`src/rtl/if_ctrl_pkg.sv`:
```
// Shared encodings for the instruction-fetch controller: FSM states,
// reset/chip-enable levels and the pipeline stall vector patterns.
package if_ctrl_pkg;

    typedef enum logic {
        S_IDLE  = 1'b0,
        S_FETCH = 1'b1
    } if_state_e;

    localparam logic RST_ENABLE   = 1'b1;
    localparam logic CHIP_ENABLE  = 1'b1;
    localparam logic CHIP_DISABLE = 1'b0;

    // Stall vector bit order is {wb, mem, ex, id, if, pc}
    localparam logic [5:0] STALL_NONE   = 6'b000000;
    localparam logic [5:0] STALL_IFWAIT = 6'b000011;
    localparam logic [5:0] STALL_ID     = 6'b000111;
    localparam logic [5:0] STALL_EX     = 6'b001111;

endpackage

```
`src/rtl/if_ctrl.sv`:
```
// Instruction-fetch controller: owns the PC, handshakes with the instruction
// ROM, merges stall/branch/flush requests into the stall vector and next PC.
module if_ctrl
    import if_ctrl_pkg::*;
#(
    parameter int                 ADDR_W   = 32,
    parameter logic [ADDR_W-1:0]  RESET_PC = {ADDR_W{1'b0}},
    parameter int                 STALL_W  = 6
) (
    input  logic               clk,
    input  logic               rst,
    input  logic               stallreq_id,
    input  logic               stallreq_ex,
    input  logic               branch_flag_i,
    input  logic [ADDR_W-1:0]  branch_target_i,
    input  logic               flush,
    input  logic [ADDR_W-1:0]  new_pc,
    input  logic               rom_ready,
    output logic               rom_ce,
    output logic [ADDR_W-1:0]  rom_addr,
    output logic [ADDR_W-1:0]  pc,
    output logic               inst_valid,
    output logic [STALL_W-1:0] stall
);

    if_state_e          state_q, state_d;
    logic [ADDR_W-1:0]  pc_q, pc_d;
    logic               pending_vld_q, pending_vld_d;
    logic [ADDR_W-1:0]  pending_tgt_q, pending_tgt_d;
    logic [STALL_W-1:0] stall_s;
    logic               inst_valid_s;
    logic               branch_acc_s;
    logic [ADDR_W-1:0]  pc_inc_s;

    function automatic logic [ADDR_W-1:0] align_addr(input logic [ADDR_W-1:0] a);
        return {a[ADDR_W-1:2], 2'b00};
    endfunction

    // Stall priority encoder: flush overrides everything, then EX, ID, ROM wait
    always_comb begin
        stall_s = STALL_NONE;
        if (flush) begin
            stall_s = STALL_NONE;
        end else if (stallreq_ex) begin
            stall_s = STALL_EX;
        end else if (stallreq_id) begin
            stall_s = STALL_ID;
        end else if ((state_q == S_FETCH) && !rom_ready) begin
            stall_s = STALL_IFWAIT;
        end else begin
            stall_s = STALL_NONE;
        end
    end

    assign inst_valid_s = (state_q == S_FETCH) & rom_ready & ~flush & ~stallreq_id & ~stallreq_ex;
    assign branch_acc_s = branch_flag_i & ~stall_s[2] & ~flush;
    assign pc_inc_s     = pc_q + ADDR_W'(32'd4);

    // Next-PC mux; a branch seen during a ROM wait is parked until the
    // delay-slot word is actually captured
    always_comb begin
        state_d       = state_q;
        pc_d          = pc_q;
        pending_vld_d = pending_vld_q;
        pending_tgt_d = pending_tgt_q;
        case (state_q)
            S_IDLE: begin
                state_d = S_FETCH;
                if (flush) begin
                    pc_d = align_addr(new_pc);
                end else begin
                    pc_d = pc_q;
                end
            end
            S_FETCH: begin
                if (flush) begin
                    pc_d          = align_addr(new_pc);
                    pending_vld_d = 1'b0;
                end else if (inst_valid_s) begin
                    if (pending_vld_q) begin
                        pc_d = pending_tgt_q;
                    end else if (branch_acc_s) begin
                        pc_d = align_addr(branch_target_i);
                    end else begin
                        pc_d = pc_inc_s;
                    end
                    pending_vld_d = 1'b0;
                end else if (branch_acc_s) begin
                    pending_vld_d = 1'b1;
                    pending_tgt_d = align_addr(branch_target_i);
                end else begin
                    pc_d = pc_q;
                end
            end
            default: begin
                state_d       = S_IDLE;
                pc_d          = RESET_PC;
                pending_vld_d = 1'b0;
                pending_tgt_d = {ADDR_W{1'b0}};
            end
        endcase
    end

    // State and PC registers with synchronous reset
    always_ff @(posedge clk) begin
        if (rst == RST_ENABLE) begin
            state_q       <= S_IDLE;
            pc_q          <= RESET_PC;
            pending_vld_q <= 1'b0;
            pending_tgt_q <= {ADDR_W{1'b0}};
        end else begin
            state_q       <= state_d;
            pc_q          <= pc_d;
            pending_vld_q <= pending_vld_d;
            pending_tgt_q <= pending_tgt_d;
        end
    end

    assign rom_ce     = (state_q == S_FETCH) ? CHIP_ENABLE : CHIP_DISABLE;
    assign rom_addr   = pc_q;
    assign pc         = pc_q;
    assign inst_valid = inst_valid_s;
    assign stall      = stall_s;

endmodule

```
`config.mk`:
```
export PLATFORM = sky130hd
export DESIGN_NAME = if_ctrl
export DESIGN_NICKNAME = d
export VERILOG_FILES = /design/src/rtl/if_ctrl_pkg.sv /design/src/rtl/if_ctrl.sv
export SDC_FILE = /design/constraint.sdc
export NUM_CORES = 1
export LEC_CHECK = 0
export BUFFER_PORTS_ARGS = -buffer_cell sky130_fd_sc_hd__buf_4
export CAP_MARGIN = 25
export CORE_MARGIN = 5
export CORE_UTILIZATION = 51
export DETAILED_ROUTE_END_ITERATION = 10
export MAX_ROUTING_LAYER = met4
export PLACE_DENSITY = 0.82
export SYNTH_ARGS = -nofsm -noshare
export SYNTH_HDL_FRONTEND = slang
export SYNTH_SLANG_ARGS = --single-unit
```
`constraint.sdc`:
```
create_clock -name clk -period 2.7 [get_ports clk]
set_input_delay 0.405 -clock clk [delete_from_list [all_inputs] [get_ports clk]]
set_output_delay 0.405 -clock clk [all_outputs]
set_load 0.01 [all_outputs]
```
==> out/results.tsv, run 1 <==
metric	value	unit
status	finished, final reports clean	
seq_area_frac_synth	0.3096	
die_w	98.66	um
leakage	2.017	nW
vias	4589	
max_cap_viol_count	0	
top_layer_used	met4	
path_buf_inv	2	
ant_nets	0	
path_cells	nor2b_2 > nand2_1 > inv_1 > buf_4	
synth_area	4009	um2
dr.pass1.iters	8	
drive_gt1_frac	0.2758	
numCtsBuffers	9	
wl_met2	6237	um
ctsHoldBuffers	0	
avgSynthCellArea	7.159	um2
clk_latency	340	ps
cts_tree	done	
tns	0	ps
yosysUniqueCellTypes	62	
postCtsSetupRepairBufs	0	
clockRootBuffer	clkbuf_8	
synthFlopType	dfxtp_1	
worstPathArrival	1830	ps
irDropWorstVdd	0.0002649	V
std_cell_rows	32	
die_y	98.66	um
core_area	7687	um2
post-synth-top-area-fraction	0.3096	
initial_core_util	0.5215	
grt_pass1_wl	20630	um
met1_length	5282	um
diodes	0	
rsz0062_at_grt	false	
grt_overflow_total	0	
areaGrowthSynthToFinish	26.09	%
finalWeightedCongestion	0.9120	
htree_levels	3	
dp_hpwl	9280	um
fin_crit_sh	0.8265	
ys_warn_count	0	
die_area	9734	um2
hp-class	primary input to flip-flop	
layout_common_cells	148 x buf_4, 102 x nand2_1, 65 x a21oi_1	
drc	0	
worst_setup_path_start_kind	flip-flop	
synthTopCellsByArea	dfxtp_1 31%, nand2_1 9.6%, a21oi_1 8.1%, buf_4 6.9%, nor2_1 3.7%	
fin_nets	717	
cts_max_path_buffers	2	
routed_wirelength	13070	um
crit_fanout	13	
cp_slowest_cell	dfxtp_1	
p_per_area	479.9	nW/um2
io-pin-count	143	
cts.sinks	62	
cp-end-kind	output port	
worstPathRequired	2300	ps
grt_max_degree	37	
synth-seq-cells	62	
synthArstFlopShare	0	
first_global_vias	4149	
ctsResizeCount	0	
routedWlPerCell	17.40	um
path_class	flip-flop to output port	
portBuffers	132	
drt-vias-per-instance	6.111	
path_clk_slew	70	ps
final_hold_viol_count	0	
synthCells	560	
grtUsageTotal	0.2641	
wl_met3	1325	um
finalMaxSlewViolations	0	
antenna_found_initial	0	
finalSetupViolations	0	
max_freq	0.4481	GHz
critPathTopFamily	buffers and inverters	
final_common_cell	buf_4	
fin_crit	2231	ps
power	0.002426	W
synth-edff-count	0	
worst_pin_slew	680.0	ps
dr.first_iter.drc_count	418	
max_stage_delay	480	ps
skew	8.264	ps
synth_top_area_cell	dfxtp_1	
slew_headroom	0.5467	
[synthesized netlist by cell type (all sizes together) (2+ instances only)]
| master | count |
|---|---|
| buf | 42 |
| nor4 | 6 |
| o311ai | 3 |
| dfxtp | 62 |
| or3 | 5 |
| o22ai | 13 |
| o21ai | 24 |
| xnor2 | 3 |
| a31oi | 9 |
| clkbuf | 37 |
| or4 | 2 |
| o221ai | 7 |
| nand4 | 14 |
| nand2 | 102 |
| a211oi | 7 |
| inv | 9 |
| nor2b | 5 |
| nor3 | 12 |
| and3 | 4 |
| nand3b | 3 |
| mux2i | 8 |
| or4b | 2 |
| a311oi | 5 |
| nor2 | 40 |
| nand3 | 17 |
| nand2b | 4 |
| and2 | 2 |
| o211ai | 4 |
| nor3b | 2 |
| o221a | 2 |
| xor2 | 7 |
| a221oi | 2 |
| a21oi | 65 |
| a22oi | 8 |
| and4 | 3 |
[report_power, final]
group	switching (W)	internal, W	total, W
clock	0.000370	0.000514	0.000884
sequential	0.0000794	0.000956	0.00104
combinational	0.000256	0.000250	0.000506
[through the flow]
stage	setup slack [ps]	hold WS [ps]	instance area [um2]	util	std cells
final	468.5	313.0	5055	0.6576	751
after global routing	403.1	312.3	5055	0.6576	751
after CTS	481.6	309.1	5055	0.6576	751
after detailed placement	309.8	443.1	4851	0.6310	736
after global placement	348.0	436.9	4851	0.6310	736
after floorplan	641.4	431.2	4028	-	565
[tightest hold or removal path, delay by kind of cell]
kind | cells | cell delay, ps
buffers and inverters | 1 | 110
AND/OR/NAND/NOR | 1 | 50
AO/OA/AOI/OAI | 1 | 50
[kinds of logic after synthesis]
logic type | share of synthesized area
simple gates | 0.2681
buf+inv | 0.1183
xor+xnor | 0.02185
other cells | 0.0009354
mux | 0.02278
compound gates | 0.2553
fa+ha+maj | 0.003121
flops | 0.3096
[sequential cells by signal, summed over array words and instances, names as in the netlist]
signal         flops
pc                30
state_q            1
pending_vld_q      1
pending_tgt_q     30
[per-layer routing]
metal  vias up  global-route usage
li1       2144                   -
met5         -                   -
met3        26             0.05308
met1      2137              0.3514
met2       282              0.4051
met4         0             0.08088
[final timing paths]
kind / start / end / slack [ps] / depth (start not counted)
hold / removal: branch_target_i[15] / pending_tgt_q[15] / 310 / 3
hold reg to reg: pending_tgt_q[31] / pending_tgt_q[31] / 450 / 2
setup reg to reg: pc[10] / pc[21] / 500 / 5
setup / recovery: state_q / inst_valid / 470 / 4
[final cells by class]
type,count,area [um2]
Fill cell,662,2633
Multi-Input combinational cell,414,2332
Sequential cell,62,1242
Timing Repair Buffer,148,1111
Clock buffer,11,131.4
Tap cell,102,127.6
Clock inverter,4,72.57
Inverter,10,37.54
No activity file was read; power rests on OpenSTA's default activity.
==> inputs of run 2 (changes only) <==
--- a/config.mk
+++ b/config.mk
@@ -8,10 +8,10 @@
 export BUFFER_PORTS_ARGS = -buffer_cell sky130_fd_sc_hd__buf_4
 export CAP_MARGIN = 25
 export CORE_MARGIN = 5
-export CORE_UTILIZATION = 51
+export CORE_UTILIZATION = 46
 export DETAILED_ROUTE_END_ITERATION = 10
 export MAX_ROUTING_LAYER = met4
-export PLACE_DENSITY = 0.82
+export PLACE_DENSITY = 0.78
 export SYNTH_ARGS = -nofsm -noshare
 export SYNTH_HDL_FRONTEND = slang
 export SYNTH_SLANG_ARGS = --single-unit
==> constraint.sdc (replaced) <==
create_clock -name clk -period 2 [get_ports clk]
set_input_delay 0.3 -clock clk [delete_from_list [all_inputs] [get_ports clk]]
set_output_delay 0.3 -clock clk [all_outputs]
set_load 0.01 [all_outputs]
==> run 2 against run 1 <==
Effect of this change:
- cell count is 6.4% higher
- count of clock-buffer cells in the layout is 2 higher
- sequential power is 31% higher
- hold slack worse by 110 ps
- first-iteration DRC count is 13% higher
- sequential cell count stayed put
- clock skew is 0.58 ps higher
- setup slack worse by 420 ps
- critical path depth is 1 higher
- via count is 4.6% higher
- largest power group unchanged
==> out/results.tsv, run 2 (synthesis gave the netlist of run 1 again) <==
metric	value	unit
status	finished, final reports clean	
worst_setup_path_start_kind	flip-flop	
first_global_vias	4320	
dr.first_iter.drc_count	471	
clk_latency	340	ps
power_frac_seq	0.427	
core_area	8593	um2
finalSetupViolations	0	
final_area	5389	um2
irDropWorstVdd	0.0002945	V
die_y	103.4	um
worstPathRequired	2280	ps
dp_cells	783	
comb_power_share	0.252	
swShare	0.3026	
clockRootBuffer	clkbuf_8	
dr.pass1.iters	5	
grt_pass1_wl	21610	um
crit_fanout	3	
cts.sinks	62	
vias	4799	
io-pin-count	143	
final_common_cell	buf_4	
post_dp_cell_area	5181	um2
hold_slack	205.4	ps
clkPwrFrac	0.321	
worstPathArrival	2220	ps
routedWlPerCell	17.70	um
cp-end-kind	flip-flop	
fin_nets	760	
fin_ws	52.28	ps
hp-class	primary input to flip-flop	
areaGrowthSynthToFinish	34.43	%
cts_tree	done	
skew	8.846	ps
max_freq	0.5134	GHz
portBuffers	132	
p_int	0.002226	W
ctsHoldBuffers	0	
die_area	10680	um2
layout_common_cells	188 x buf_4, 102 x nand2_1, 65 x a21oi_1	
diodes	0	
p_per_area	592.2	nW/um2
cts_max_path_buffers	2	
drive_gt1_frac	0.3357	
drt-vias-per-instance	6.006	
grt_max_degree	62	
grt_overflow_total	0	
p_switching	0.0009656	W
place_ws	-72.32	ps
leakage	2.229	nW
numCtsBuffers	9	
finalWeightedCongestion	0.9133	
drc	0	
grtUsageTotal	0.2633	
rsz0062_at_grt	false	
fin_crit_sh	0.9739	
std_cell_rows	34	
antenna_found_initial	0	
die_w	103.4	um
path_class	flip-flop to flip-flop	
initial_core_util	0.4665	
ant_nets	0	
fin_crit	1948	ps
max_cap_viol_count	0	
instances_no_fill	799	
dp_hpwl	10300	um
htree_levels	3	
finalMaxSlewViolations	0	
path_clk_slew	70	ps
final_hold_viol_count	0	
routed_wirelength	14140	um
[run 2: final cells by class]
| class | count | area, um2 |
|---|---|---|
| inverters | 10 | 37.54 |
| multi-input cells | 414 | 2344 |
| flip-flops and latches | 62 | 1251 |
| clock inverters | 1 | 5.005 |
| fillers | 775 | 3204 |
| well taps | 108 | 135.1 |
| repair buffers | 191 | 1448 |
| clock buffers | 13 | 168.9 |
[run 2: worst paths after layout]
| path | start | end | slack, ps | depth (start not counted) |
|---|---|---|---|---|
| max | pc[8] | pc[21] | 50 | 5 |
| min | branch_target_i[12] | pending_tgt_q[12] | 210 | 3 |
| max reg2reg | pc[8] | pc[21] | 50 | 5 |
| min reg2reg | pending_tgt_q[2] | pending_tgt_q[2] | 450 | 2 |
[run 2: worst max-delay path, cell delays in order, from the launching register on]
cell and delay (ps):
dfxtp_1 340, nand3_1 120, or4_4 570, or3_1 380
a311o_1 350, o21ai_2 130
[run 2: power by group through the flow]
stage               Sequential (W)  Combinational [W]  Clock (W)
detailed placement         0.00138           0.000786          0
global placement           0.00138           0.000770          0
global route               0.00137           0.000865    0.00108
floorplan                  0.00142           0.000380          0
finish                     0.00136           0.000805    0.00102
CTS                        0.00136           0.000794    0.00103
[run 2: what timing repair did]
| item | CTS | global route |
|---|---|---|
| resized for setup | 4 | 7 |
| endpoints found under the hold margin | 0 | 0 |
| gates cloned | 1 | 0 |
| pin swaps | 0 | 3 |
| endpoints found under the setup margin | 2 | 7 |
| buffers inserted | 0 | 1 |
[run 2: layer usage]
metal | vias to the layer above | routed length [um] | global-route usage
li1 | 2236 | - | -
met4 | 0 | 323 | 0.08267
met1 | 2232 | 5705 | 0.3502
met5 | - | 0 | -
met2 | 293 | 6723 | 0.4088
met3 | 38 | 1388 | 0.04427
[run 2: per-stage QoR]
stage,power (W),setup TNS [ps],util
3_5_place_dp,0.002170,-72.32,0.6029
5_1_grt,0.003319,0,0.6271
2_1_floorplan,0.001796,-34.32,-
3_3_place_gp,0.002150,0,0.6029
4_1_cts,0.003178,0,0.6251
6_report,0.003191,0,0.6271
==> inputs of run 3 (changes only) <==
==> config.mk (replaced) <==
export PLATFORM = sky130hd
export DESIGN_NAME = if_ctrl
export DESIGN_NICKNAME = d
export VERILOG_FILES = /design/src/rtl/if_ctrl_pkg.sv /design/src/rtl/if_ctrl.sv
export SDC_FILE = /design/constraint.sdc
export NUM_CORES = 1
export LEC_CHECK = 0
export CAP_MARGIN = 25
export CORE_MARGIN = 5
export CORE_UTILIZATION = 55
export DETAILED_ROUTE_END_ITERATION = 10
export DONT_BUFFER_PORTS = 1
export GPL_ROUTABILITY_DRIVEN = 0
export MAX_ROUTING_LAYER = met4
export PLACE_DENSITY = 0.73
export SYNTH_ARGS = -nofsm -noshare
export SYNTH_HDL_FRONTEND = slang
export SYNTH_SLANG_ARGS = --single-unit
==> run 3 against run 2 <==
Effect of this change:
- cell count is 17% lower
- non-clock buffer count decreased by 130
- critical path type unchanged
- highest routed layer unchanged
- setup slack gained 29 ps
- largest power group unchanged
==> out/results.tsv, run 3 (synthesis gave the netlist of run 1 again) <==
metric	value	unit
std_cell_rows	31	
die_area	9096	um2
met1_usage	0.3813	
cts.sinks	62	
final_area	4415	um2
power	0.002959	W
routedWlPerCell	19.36	um
fin_crit	1918	ps
fin_crit_sh	0.9591	
ant_nets	0	
drt-vias-per-instance	6.358	
hold_depth	1	
path_clk_slew	70	ps
irDropWorstVdd	0.0003502	V
hp-class	primary input to flip-flop	
initial_core_util	0.5587	
dp_hpwl	8973	um
final_hold_viol_count	0	
cp_slowest_cell	dfxtp_1	
numCtsBuffers	9	
max_stage_delay	400	ps
use_met2	0.4315	
cts_max_path_buffers	2	
status	finished, final reports clean	
worst_setup_path_start_kind	flip-flop	
first_global_vias	3887	
busiest_layer	met2	
worst_pin_slew	653.1	ps
fin_nets	630	
diodes	0	
p_per_area	670.1	nW/um2
crit_fanout	6	
finalMaxSlewViolations	0	
grtUsageTotal	0.2906	
routed_wirelength	12820	um
min_to	pending_tgt_q[16]	
grt_pass1_wl	19810	um
max_freq	0.5213	GHz
dr.first_iter.drc_count	415	
areaGrowthSynthToFinish	10.14	%
worstReg2RegEnd	pc[28]	
drc	0	
die_w	95.38	um
path_buf_inv	1	
worstRegToRegCells	7	
clockRootBuffer	clkbuf_8	
io-pin-count	143	
htree_levels	3	
cts_tree	done	
fin_ws	81.73	ps
path_class	flip-flop to flip-flop	
rr_startpoint	pc[2]	
slew_headroom	0.5646	
drive_gt1_frac	0.1758	
cp-end-kind	flip-flop	
portBuffers	0	
dr.pass1.iters	5	
critPathTopFamily	simple AND/OR/NAND/NOR gates	
finalSetupViolations	0	
ctsHoldBuffers	0	
post_dp_cell_area	4203	um2
die_y	95.38	um
r2r_setup_slack	80	ps
final_common_cell	nand2_1	
crit_top_cell	nand4_1	
vias	4209	
grt_max_degree	60	
grt_overflow_total	0	
worstPathArrival	2170	ps
min_from	rst	
tns	0	ps
rsz0062_at_grt	false	
layout_common_cells	102 x nand2_1, 65 x a21oi_1, 59 x buf_4	
use_met3	0.07182	
core_area	7176	um2
leakage	1.594	nW
max_cap_viol_count	0	
antenna_found_initial	0	
place_ws	49.53	ps
path_cells	ha_1 > nand4_1 > nor4_2 > buf_4 > nand4_1 > mux2i_1 > a311oi_1	
clk_latency	350	ps
skew	7.742	ps
worstPathRequired	2250	ps
hold_slack	27.03	ps
[run 3: cell types whose count changed in the layout (fill, tap and decap cells not counted), sizes merged]
cell,previous run,this run
buf,191,61
bufinv,0,1
clkbuf,13,11
clkinv,2,5
[run 3: how the worst max path moves through the flow]
stage / slack, ps / from / endpoint / depth (start not counted)
floorplan: -20 / pc[2] / pc[28] / 6
global placement: 80 / flush / pending_tgt_q[21] / 5
detailed placement: 50 / flush / pending_tgt_q[12] / 5
CTS: 60 / state_q / inst_valid / 5
global route: 1 / pc[2] / pc[28] / 7
finish: 80 / pc[2] / pc[28] / 7
[run 3: metrics by stage]
| stage | cells | utilization |
|---|---|---|
| CTS | 660 | 0.6110 |
| floorplan | 565 | - |
| finish | 662 | 0.6153 |
| global placement | 644 | 0.5857 |
| detailed placement | 644 | 0.5857 |
| global route | 662 | 0.6153 |
[run 3: layout make-up]
type                       count  area [um2]
fill                         662        2760
timing repair buffer          61       474.2
inverter                      10       37.54
tap                           99       123.9
clock inverter                 5       50.05
sequential                    62        1246
multi-input combinational    414        2352
clock buffer                  11       131.4
[run 3: report_power, final]
part | leakage, nW | total, W | switching [W] | internal (W)
clock | 0.0968 | 0.00108 | 0.000513 | 0.000568
sequential | 0.508 | 0.00134 | 0.0000510 | 0.00129
combinational | 0.989 | 0.000536 | 0.000324 | 0.000212
[run 3: timing repair]
action                     4_1_cts  5_1_grt
gates resized for setup          1        4
buffers inserted                 0        2
cloned                           0        0
setup endpoints to repair        1        3
pin swaps                        0        1
[run 3: metal layers]
layer  wire length [um]  share of wire  up-vias
li1                   -              -     1968
met1               5382           0.42     1982
met2               5805           0.45      233
met3               1347           0.11       26
met4                282          0.022        0
met5                  0              0        -
